File: src/rtl/gcm_aes_stream_ctrl_if.sv
// rtl/gcm_aes_stream_ctrl_if.sv - Key/IV/data and result bus between the GCM stream controller and the AES-GCM core
// master = controller side, slave = core side.
interface gcm_aes_stream_ctrl_if;
   logic [127:0] cii_K;
   logic         cii_ctl_vld;
   logic         cii_IV_vld;
   logic [127:0] dii_data;
   logic [3:0]   dii_data_size;
   logic         dii_data_vld;
   logic         dii_data_type;
   logic         dii_last_word;
   logic         dii_data_not_ready;
   logic [127:0] Out_data;
   logic         Out_vld;
   logic         Tag_vld;
   logic [3:0]   Out_data_size;
   logic         Out_last_word;

   modport master (
      output cii_K, cii_ctl_vld, cii_IV_vld,
      output dii_data, dii_data_size, dii_data_vld, dii_data_type, dii_last_word,
      input  dii_data_not_ready, Out_data, Out_vld, Tag_vld, Out_data_size, Out_last_word
   );

   modport slave (
      input  cii_K, cii_ctl_vld, cii_IV_vld,
      input  dii_data, dii_data_size, dii_data_vld, dii_data_type, dii_last_word,
      output dii_data_not_ready, Out_data, Out_vld, Tag_vld, Out_data_size, Out_last_word
   );
endinterface

File: src/rtl/gcm_aes_stream_ctrl.sv
// rtl/gcm_aes_stream_ctrl.sv - Sequences key, IV, AAD and PT into an AES-GCM core and collects ciphertext and tag
// Optional GCM_CTRL_TAG_CHECK_EN adds exp_tag_i / tag_ok_o tag comparison on completion.
module gcm_aes_stream_ctrl #(
   parameter int LEN_W   = 8,
   parameter int TIMEOUT = 1024
) (
   input  logic               clk,
   input  logic               rst,
   input  logic               start_i,
   input  logic [127:0]       key_i,
   input  logic [127:0]       iv_i,
   input  logic [LEN_W-1:0]   aad_len_i,
   input  logic [LEN_W-1:0]   pt_len_i,
   input  logic [3:0]         aad_last_size_i,
   input  logic [3:0]         pt_last_size_i,
`ifdef GCM_CTRL_TAG_CHECK_EN
   input  logic [127:0]       exp_tag_i,
   output logic               tag_ok_o,
`endif
   input  logic [127:0]       s_data_i,
   input  logic               s_vld_i,
   output logic               s_rdy_o,
   output logic [127:0]       m_data_o,
   output logic [3:0]         m_size_o,
   output logic               m_last_o,
   output logic               m_vld_o,
   output logic [127:0]       tag_o,
   output logic               done_o,
   output logic               busy_o,
   output logic               err_o,
   gcm_aes_stream_ctrl_if.master core
);

   localparam int TMO_W = $clog2(TIMEOUT + 1);
   localparam logic [LEN_W-1:0] LEN_ONE = LEN_W'(1);
   localparam logic [TMO_W-1:0] TMO_ONE = TMO_W'(1);
   localparam logic [TMO_W-1:0] TMO_END = TMO_W'(TIMEOUT - 1);

   localparam logic [2:0] ST_IDLE     = 3'd0;
   localparam logic [2:0] ST_KEY      = 3'd1;
   localparam logic [2:0] ST_IV       = 3'd2;
   localparam logic [2:0] ST_AAD      = 3'd3;
   localparam logic [2:0] ST_PT       = 3'd4;
   localparam logic [2:0] ST_WAIT_TAG = 3'd5;
   localparam logic [2:0] ST_DONE     = 3'd6;

   logic [2:0]       state_q, state_d;
   logic [127:0]     key_q, key_d;
   logic [127:0]     iv_q, iv_d;
   logic [LEN_W-1:0] aad_len_q, aad_len_d;
   logic [LEN_W-1:0] pt_len_q, pt_len_d;
   logic [3:0]       aad_last_q, aad_last_d;
   logic [3:0]       pt_last_q, pt_last_d;
   logic [LEN_W-1:0] beat_cnt_q, beat_cnt_d;
   logic [TMO_W-1:0] tmo_cnt_q, tmo_cnt_d;
   logic [127:0]     tag_q, tag_d;
   logic             err_q, err_d;
   logic [127:0]     m_data_q, m_data_d;
   logic [3:0]       m_size_q, m_size_d;
   logic             m_last_q, m_last_d;
   logic             m_vld_q, m_vld_d;
`ifdef GCM_CTRL_TAG_CHECK_EN
   logic [127:0]     exp_tag_q, exp_tag_d;
   logic             tag_match;
`endif

   logic             in_phase;
   logic             beat;
   logic             last_beat;
   logic [LEN_W-1:0] phase_len;

   assign in_phase  = (state_q == ST_AAD) || (state_q == ST_PT);
   assign s_rdy_o   = in_phase && !core.dii_data_not_ready;
   assign beat      = s_vld_i && s_rdy_o;
   assign phase_len = (state_q == ST_AAD) ? aad_len_q : pt_len_q;
   // A phase is only entered with a non-zero length, so phase_len - 1 never wraps here.
   assign last_beat = in_phase && (beat_cnt_q == phase_len - LEN_ONE);

   always_comb begin
      state_d    = state_q;
      key_d      = key_q;
      iv_d       = iv_q;
      aad_len_d  = aad_len_q;
      pt_len_d   = pt_len_q;
      aad_last_d = aad_last_q;
      pt_last_d  = pt_last_q;
      beat_cnt_d = beat_cnt_q;
      tmo_cnt_d  = tmo_cnt_q;
      tag_d      = tag_q;
      err_d      = 1'b0;
`ifdef GCM_CTRL_TAG_CHECK_EN
      exp_tag_d  = exp_tag_q;
`endif
      // Ciphertext words are forwarded whatever the FSM is doing; tag beats are not.
      m_vld_d    = core.Out_vld && !core.Tag_vld;
      m_data_d   = m_vld_d ? core.Out_data      : m_data_q;
      m_size_d   = m_vld_d ? core.Out_data_size : m_size_q;
      m_last_d   = m_vld_d ? core.Out_last_word : m_last_q;

      case (state_q)
         ST_IDLE: begin
            if (start_i) begin
               if ((aad_len_i != '0) || (pt_len_i != '0)) begin
                  key_d      = key_i;
                  iv_d       = iv_i;
                  aad_len_d  = aad_len_i;
                  pt_len_d   = pt_len_i;
                  aad_last_d = aad_last_size_i;
                  pt_last_d  = pt_last_size_i;
`ifdef GCM_CTRL_TAG_CHECK_EN
                  exp_tag_d  = exp_tag_i;
`endif
                  beat_cnt_d = '0;
                  tmo_cnt_d  = '0;
                  state_d    = ST_KEY;
               end else begin
                  err_d = 1'b1;
               end
            end
         end
         ST_KEY: state_d = ST_IV;
         ST_IV:  state_d = (aad_len_q != '0) ? ST_AAD : ST_PT;
         ST_AAD: begin
            if (beat) begin
               if (last_beat) begin
                  beat_cnt_d = '0;
                  state_d    = (pt_len_q != '0) ? ST_PT : ST_WAIT_TAG;
               end else begin
                  beat_cnt_d = beat_cnt_q + LEN_ONE;
               end
            end
         end
         ST_PT: begin
            if (beat) begin
               if (last_beat) begin
                  beat_cnt_d = '0;
                  state_d    = ST_WAIT_TAG;
               end else begin
                  beat_cnt_d = beat_cnt_q + LEN_ONE;
               end
            end
         end
         ST_WAIT_TAG: begin
            if (core.Tag_vld) begin
               tag_d   = core.Out_data;
               state_d = ST_DONE;
            end else if (tmo_cnt_q == TMO_END) begin
               err_d   = 1'b1;
               state_d = ST_IDLE;
            end else begin
               tmo_cnt_d = tmo_cnt_q + TMO_ONE;
            end
         end
         ST_DONE: state_d = ST_IDLE;
         default: state_d = ST_IDLE;
      endcase
   end

   always_ff @(posedge clk or posedge rst) begin
      if (rst) begin
         state_q    <= ST_IDLE;
         key_q      <= '0;
         iv_q       <= '0;
         aad_len_q  <= '0;
         pt_len_q   <= '0;
         aad_last_q <= '0;
         pt_last_q  <= '0;
         beat_cnt_q <= '0;
         tmo_cnt_q  <= '0;
         tag_q      <= '0;
         err_q      <= 1'b0;
         m_data_q   <= '0;
         m_size_q   <= '0;
         m_last_q   <= 1'b0;
         m_vld_q    <= 1'b0;
`ifdef GCM_CTRL_TAG_CHECK_EN
         exp_tag_q  <= '0;
`endif
      end else begin
         state_q    <= state_d;
         key_q      <= key_d;
         iv_q       <= iv_d;
         aad_len_q  <= aad_len_d;
         pt_len_q   <= pt_len_d;
         aad_last_q <= aad_last_d;
         pt_last_q  <= pt_last_d;
         beat_cnt_q <= beat_cnt_d;
         tmo_cnt_q  <= tmo_cnt_d;
         tag_q      <= tag_d;
         err_q      <= err_d;
         m_data_q   <= m_data_d;
         m_size_q   <= m_size_d;
         m_last_q   <= m_last_d;
         m_vld_q    <= m_vld_d;
`ifdef GCM_CTRL_TAG_CHECK_EN
         exp_tag_q  <= exp_tag_d;
`endif
      end
   end

   assign core.cii_K         = (state_q == ST_KEY) ? key_q : '0;
   assign core.cii_ctl_vld   = (state_q == ST_KEY);
   assign core.cii_IV_vld    = (state_q == ST_IV);
   assign core.dii_data      = (state_q == ST_IV) ? iv_q : (in_phase ? s_data_i : '0);
   assign core.dii_data_vld  = in_phase && s_vld_i;
   assign core.dii_data_type = (state_q == ST_AAD);
   assign core.dii_data_size = !in_phase ? 4'h0 :
                               !last_beat ? 4'hF :
                               (state_q == ST_AAD) ? aad_last_q : pt_last_q;
   // AAD carries the final-word flag only when there is no plaintext after it.
   assign core.dii_last_word = last_beat && ((state_q == ST_PT) || (pt_len_q == '0));

   assign m_data_o = m_data_q;
   assign m_size_o = m_size_q;
   assign m_last_o = m_last_q;
   assign m_vld_o  = m_vld_q;
   assign tag_o    = tag_q;
   assign done_o   = (state_q == ST_DONE);
   assign busy_o   = (state_q != ST_IDLE);

`ifdef GCM_CTRL_TAG_CHECK_EN
   assign tag_match = (tag_q == exp_tag_q);
   assign tag_ok_o  = done_o && tag_match;
   assign err_o     = err_q || (done_o && !tag_match);
`else
   assign err_o     = err_q;
`endif

endmodule

File: src/flat_wrapper.sv
// flat-port wrapper written by rule: the top's interface ports become plain ports
module gcm_aes_stream_ctrl_flat 
#(
   parameter int LEN_W   = 8,
   parameter int TIMEOUT = 1024
)
  (clk, rst, start_i, key_i, iv_i, aad_len_i, pt_len_i, aad_last_size_i, pt_last_size_i, s_data_i, s_vld_i, s_rdy_o, m_data_o, m_size_o, m_last_o, m_vld_o, tag_o, done_o, busy_o, err_o, core_cii_K, core_cii_ctl_vld, core_cii_IV_vld, core_dii_data, core_dii_data_size, core_dii_data_vld, core_dii_data_type, core_dii_last_word, core_dii_data_not_ready, core_Out_data, core_Out_vld, core_Tag_vld, core_Out_data_size, core_Out_last_word);
  gcm_aes_stream_ctrl_if core_i ();
  input  logic clk;
  input  logic rst;
  input  logic start_i;
  input  logic [127:0] key_i;
  input  logic [127:0] iv_i;
  input  logic [LEN_W-1:0] aad_len_i;
  input  logic [LEN_W-1:0] pt_len_i;
  input  logic [3:0] aad_last_size_i;
  input  logic [3:0] pt_last_size_i;
  input  logic [127:0] s_data_i;
  input  logic s_vld_i;
  output logic s_rdy_o;
  output logic [127:0] m_data_o;
  output logic [3:0] m_size_o;
  output logic m_last_o;
  output logic m_vld_o;
  output logic [127:0] tag_o;
  output logic done_o;
  output logic busy_o;
  output logic err_o;
  output wire logic [$bits(core_i.cii_K)-1:0] core_cii_K;
  output wire logic [$bits(core_i.cii_ctl_vld)-1:0] core_cii_ctl_vld;
  output wire logic [$bits(core_i.cii_IV_vld)-1:0] core_cii_IV_vld;
  output wire logic [$bits(core_i.dii_data)-1:0] core_dii_data;
  output wire logic [$bits(core_i.dii_data_size)-1:0] core_dii_data_size;
  output wire logic [$bits(core_i.dii_data_vld)-1:0] core_dii_data_vld;
  output wire logic [$bits(core_i.dii_data_type)-1:0] core_dii_data_type;
  output wire logic [$bits(core_i.dii_last_word)-1:0] core_dii_last_word;
  input wire logic [$bits(core_i.dii_data_not_ready)-1:0] core_dii_data_not_ready;
  input wire logic [$bits(core_i.Out_data)-1:0] core_Out_data;
  input wire logic [$bits(core_i.Out_vld)-1:0] core_Out_vld;
  input wire logic [$bits(core_i.Tag_vld)-1:0] core_Tag_vld;
  input wire logic [$bits(core_i.Out_data_size)-1:0] core_Out_data_size;
  input wire logic [$bits(core_i.Out_last_word)-1:0] core_Out_last_word;
  assign core_cii_K = core_i.cii_K;
  assign core_cii_ctl_vld = core_i.cii_ctl_vld;
  assign core_cii_IV_vld = core_i.cii_IV_vld;
  assign core_dii_data = core_i.dii_data;
  assign core_dii_data_size = core_i.dii_data_size;
  assign core_dii_data_vld = core_i.dii_data_vld;
  assign core_dii_data_type = core_i.dii_data_type;
  assign core_dii_last_word = core_i.dii_last_word;
  assign core_i.dii_data_not_ready = core_dii_data_not_ready;
  assign core_i.Out_data = core_Out_data;
  assign core_i.Out_vld = core_Out_vld;
  assign core_i.Tag_vld = core_Tag_vld;
  assign core_i.Out_data_size = core_Out_data_size;
  assign core_i.Out_last_word = core_Out_last_word;
  gcm_aes_stream_ctrl #(.LEN_W(LEN_W), .TIMEOUT(TIMEOUT)) u_core (.clk(clk), .rst(rst), .start_i(start_i), .key_i(key_i), .iv_i(iv_i), .aad_len_i(aad_len_i), .pt_len_i(pt_len_i), .aad_last_size_i(aad_last_size_i), .pt_last_size_i(pt_last_size_i), .s_data_i(s_data_i), .s_vld_i(s_vld_i), .s_rdy_o(s_rdy_o), .m_data_o(m_data_o), .m_size_o(m_size_o), .m_last_o(m_last_o), .m_vld_o(m_vld_o), .tag_o(tag_o), .done_o(done_o), .busy_o(busy_o), .err_o(err_o), .core(core_i));
endmodule
File: config.mk
export PLATFORM = sky130hd
export DESIGN_NAME = gcm_aes_stream_ctrl_flat
export DESIGN_NICKNAME = d
export VERILOG_FILES = /design/src/rtl/gcm_aes_stream_ctrl_if.sv /design/src/rtl/gcm_aes_stream_ctrl.sv /design/src/flat_wrapper.sv
export SDC_FILE = /design/constraint.sdc
export NUM_CORES = 1
export LEC_CHECK = 0
export ABC_CLOCK_PERIOD_IN_PS = 55200
export CAP_MARGIN = 20
export CORE_AREA = 3 3 424 426
export DETAILED_ROUTE_END_ITERATION = 16
export DIE_AREA = 0 0 427 429
export GPL_TIMING_DRIVEN = 1
export PLACE_DENSITY = 0.38
export SLEW_MARGIN = 10
export SYNTH_ARGS = -nofsm -noshare
export SYNTH_HDL_FRONTEND = slang
export SYNTH_SLANG_ARGS = --single-unit
File: constraint.sdc
create_clock -name clk -period 55.2 [get_ports clk]
set_input_delay 5.52 -clock clk [delete_from_list [all_inputs] [get_ports clk]]
set_output_delay 5.52 -clock clk [all_outputs]
set_load 0.05 [all_outputs]
==> metrics.cfg <==
[sta]
hold_viol=0
fin_crit_sh_pct=22.95
setup_violations=0
whs_ps=468.8
fin_setup_tns_ps=0
worstMarginPinSlew_ps=1044
slew_violations=0
max_freq_mhz=78.93
slew_headroom_pct=30.42
final.min_clock_period_ps=12670
rsz0062_at_grt=false
skew_ps=24.50

[place]
placed_cell_area_mm2=0.03737
io_buffers=1078
place_inst=5273
place_congestion=0.8400
hpwl_um=82070

[synth]
syn-num-nets=2507
synth_flop_cell=dfrtp_1
synth_edf_count=0
synth-seq-cells=565
synth.most_common_cell=dfrtp_1
yosysTopAreaCell=dfrtp_1
synthCells=1956
synth.area.top_cells=dfrtp_1 (59%), mux2_2 (19%), nand2_1 (6.6%)
synth_top_cells_by_count=dfrtp_1 (565), nand2_1 (423), mux2_2 (410), and2_1 (131), a22o_1 (129)
yosys.area.top_type_share_pct=59.19
ys_async_sr_fraction_pct=100.0
yosys_warnings=0
synth.avg_cell_area_um2=12.21
syn_area_mm2=0.02389
yosysSeqAreaShare_pct=59.19
ys_types=50

[drt]
drc=0
num_vias=19060
wl_per_cell_um=20.30
drt_wl_total_um=110200
ant_nets=0
first_pass_iters=5
avgViaCountPerCell=3.511
drt_iter0_markers=797

[cts]
cts_setup_buffers=0
hold_buffers=0
cts_sinks=565
clk_pin_slew_ps=60
cts-htree-levels=3
cts_tree=built
clk_path_buf_depth=3
cts_inserted_buffers=79
cts-root-buf=clkbuf_16
clk_latency_ps=670
cts_resized=0

[final_layout]
area_growth_pct=67.38
filler_cell_count=19070
nets=3565
finalInstanceArea_mm2=0.03998
register_area_mm2=0.01414
drive_above_1_share_pct=18.35
multi_input_area_mm2=0.009256
final_cells=5428

[worst_setup_path]
startpoint_type=primary input
reg2reg_depth=8
critPathArrivalTime_ps=7150
timing_worst_setup_path_type=primary input to primary output
crit_fanout=1
worstPathRequired_ps=49680
crit_path_end_kind=primary output

[global_route]
antenna_found_initial=20
grt_pass1_vias=20150
grt-ovfl-total=0
grt_usage_pct=11.63
grt_pass1_wl_um=154200
grt_max_degree=139

[floorplan]
initial_core_util_pct=13.56
boundaryPins=1079
coreArea_mm2=0.1761
die_area_mm2=0.1832
die_w_um=427
rows=154
dieHeight_um=429

[power_and_ir_drop]
powerDensity_mw_per_mm2=61.22
p_leak_nw=16.83
vdd_drop_max_mv=0.02875

[run_status]
status=finished, final reports clean

[job]
cap_viol_max_count=0

[worst_hold_path]
hold_depth=2
holdCritPathClass=flop to flop

## placed cells by master, fill, tap and decap left out, drive strengths merged, types with 4 or more instances in the layout
master / count
a21oi: 8
a22o: 129
and2: 132
buf: 25
clkbuf: 125
clkdlybuf4s50: 1078
clkinv: 11
dfrtp: 565
diode: 15
inv: 11
mux2: 410
mux2i: 8
nand2: 423
nand3: 10
nand4: 4
nor2: 22
nor3: 14
nor4: 4
o211ai: 4
o21ai: 19
o2bb2ai: 4
o31ai: 4
or3: 7
or4: 4
xnor2: 10
xor2: 4
## routing by layer
| layer | wire length [um] | global-route usage, % |
|---|---|---|
| met1 | 41780 | 12.75 |
| met2 | 57020 | 20.67 |
| met4 | 2496 | 3.649 |
| met5 | 9 | 0 |
| met3 | 8883 | 4.273 |
## registers in the layout, summed over array words and instances (netlist names)
register and flops:
u_core.m_data_o 128, u_core.pt_last_q 4, u_core.beat_cnt_q 8, u_core.key_q 128
u_core.tag_o 128, u_core.iv_q 128, u_core.aad_last_q 4, u_core.m_last_o 1
u_core.tmo_cnt_q 11, u_core.state_q 3, u_core.err_o 1, u_core.m_size_o 4
u_core.aad_len_q 8, u_core.pt_len_q 8, u_core.m_vld_o 1
## cell families after synthesis
kind of cell / synth area share, %
compound gates: 6.170
fa+ha+maj: 0.1572
simple gates: 12.05
xor+xnor: 0.5133
mux: 19.66
flops: 59.19
buf+inv: 2.258
## metrics by stage
step,setup WS (ps),util (%),power (mW)
finish,42530,22.70,2.448
CTS,42450,22.68,2.495
global route,42470,22.70,2.570
floorplan,33880,-,1.492
global placement,42440,21.22,1.960
detailed placement,42450,21.22,1.960
## worst paths after layout
check	from	end	slack [ps]
max	s_data_i[2]	core_dii_data[2]	42530
max reg2reg	u_core.state_q[2]	u_core.iv_q[15]	49990
min	u_core.m_data_o[117]	u_core.m_data_o[117]	470
max in group asynchronous	rst	u_core.iv_q[105]	46960
min in group asynchronous	rst	u_core.key_q[87]	5360
min reg2reg	u_core.m_data_o[117]	u_core.m_data_o[117]	470
## report_power, final
group	internal, mW	switching (mW)
clock network	0.307	0.203
registers	0.572	0.100
logic	0.468	0.798
total	1.35	1.10
## cell type report
cell class | count | area share [%]
Antenna cell | 15 | 0.09389
Clock buffer | 125 | 6.006
Clock inverter | 15 | 0.4225
Inverter | 10 | 0.1189
Multi-Input combinational cell | 1255 | 23.15
Sequential cell | 565 | 35.36
Tap cell | 2340 | 7.323
Timing Repair Buffer | 1103 | 27.52
## critical path, stage by stage
cell and delay, ps:
clkdlybuf4s50_1 490, a22o_1 180, clkdlybuf4s50_1 940
Power figures use the tool's default switching activity.
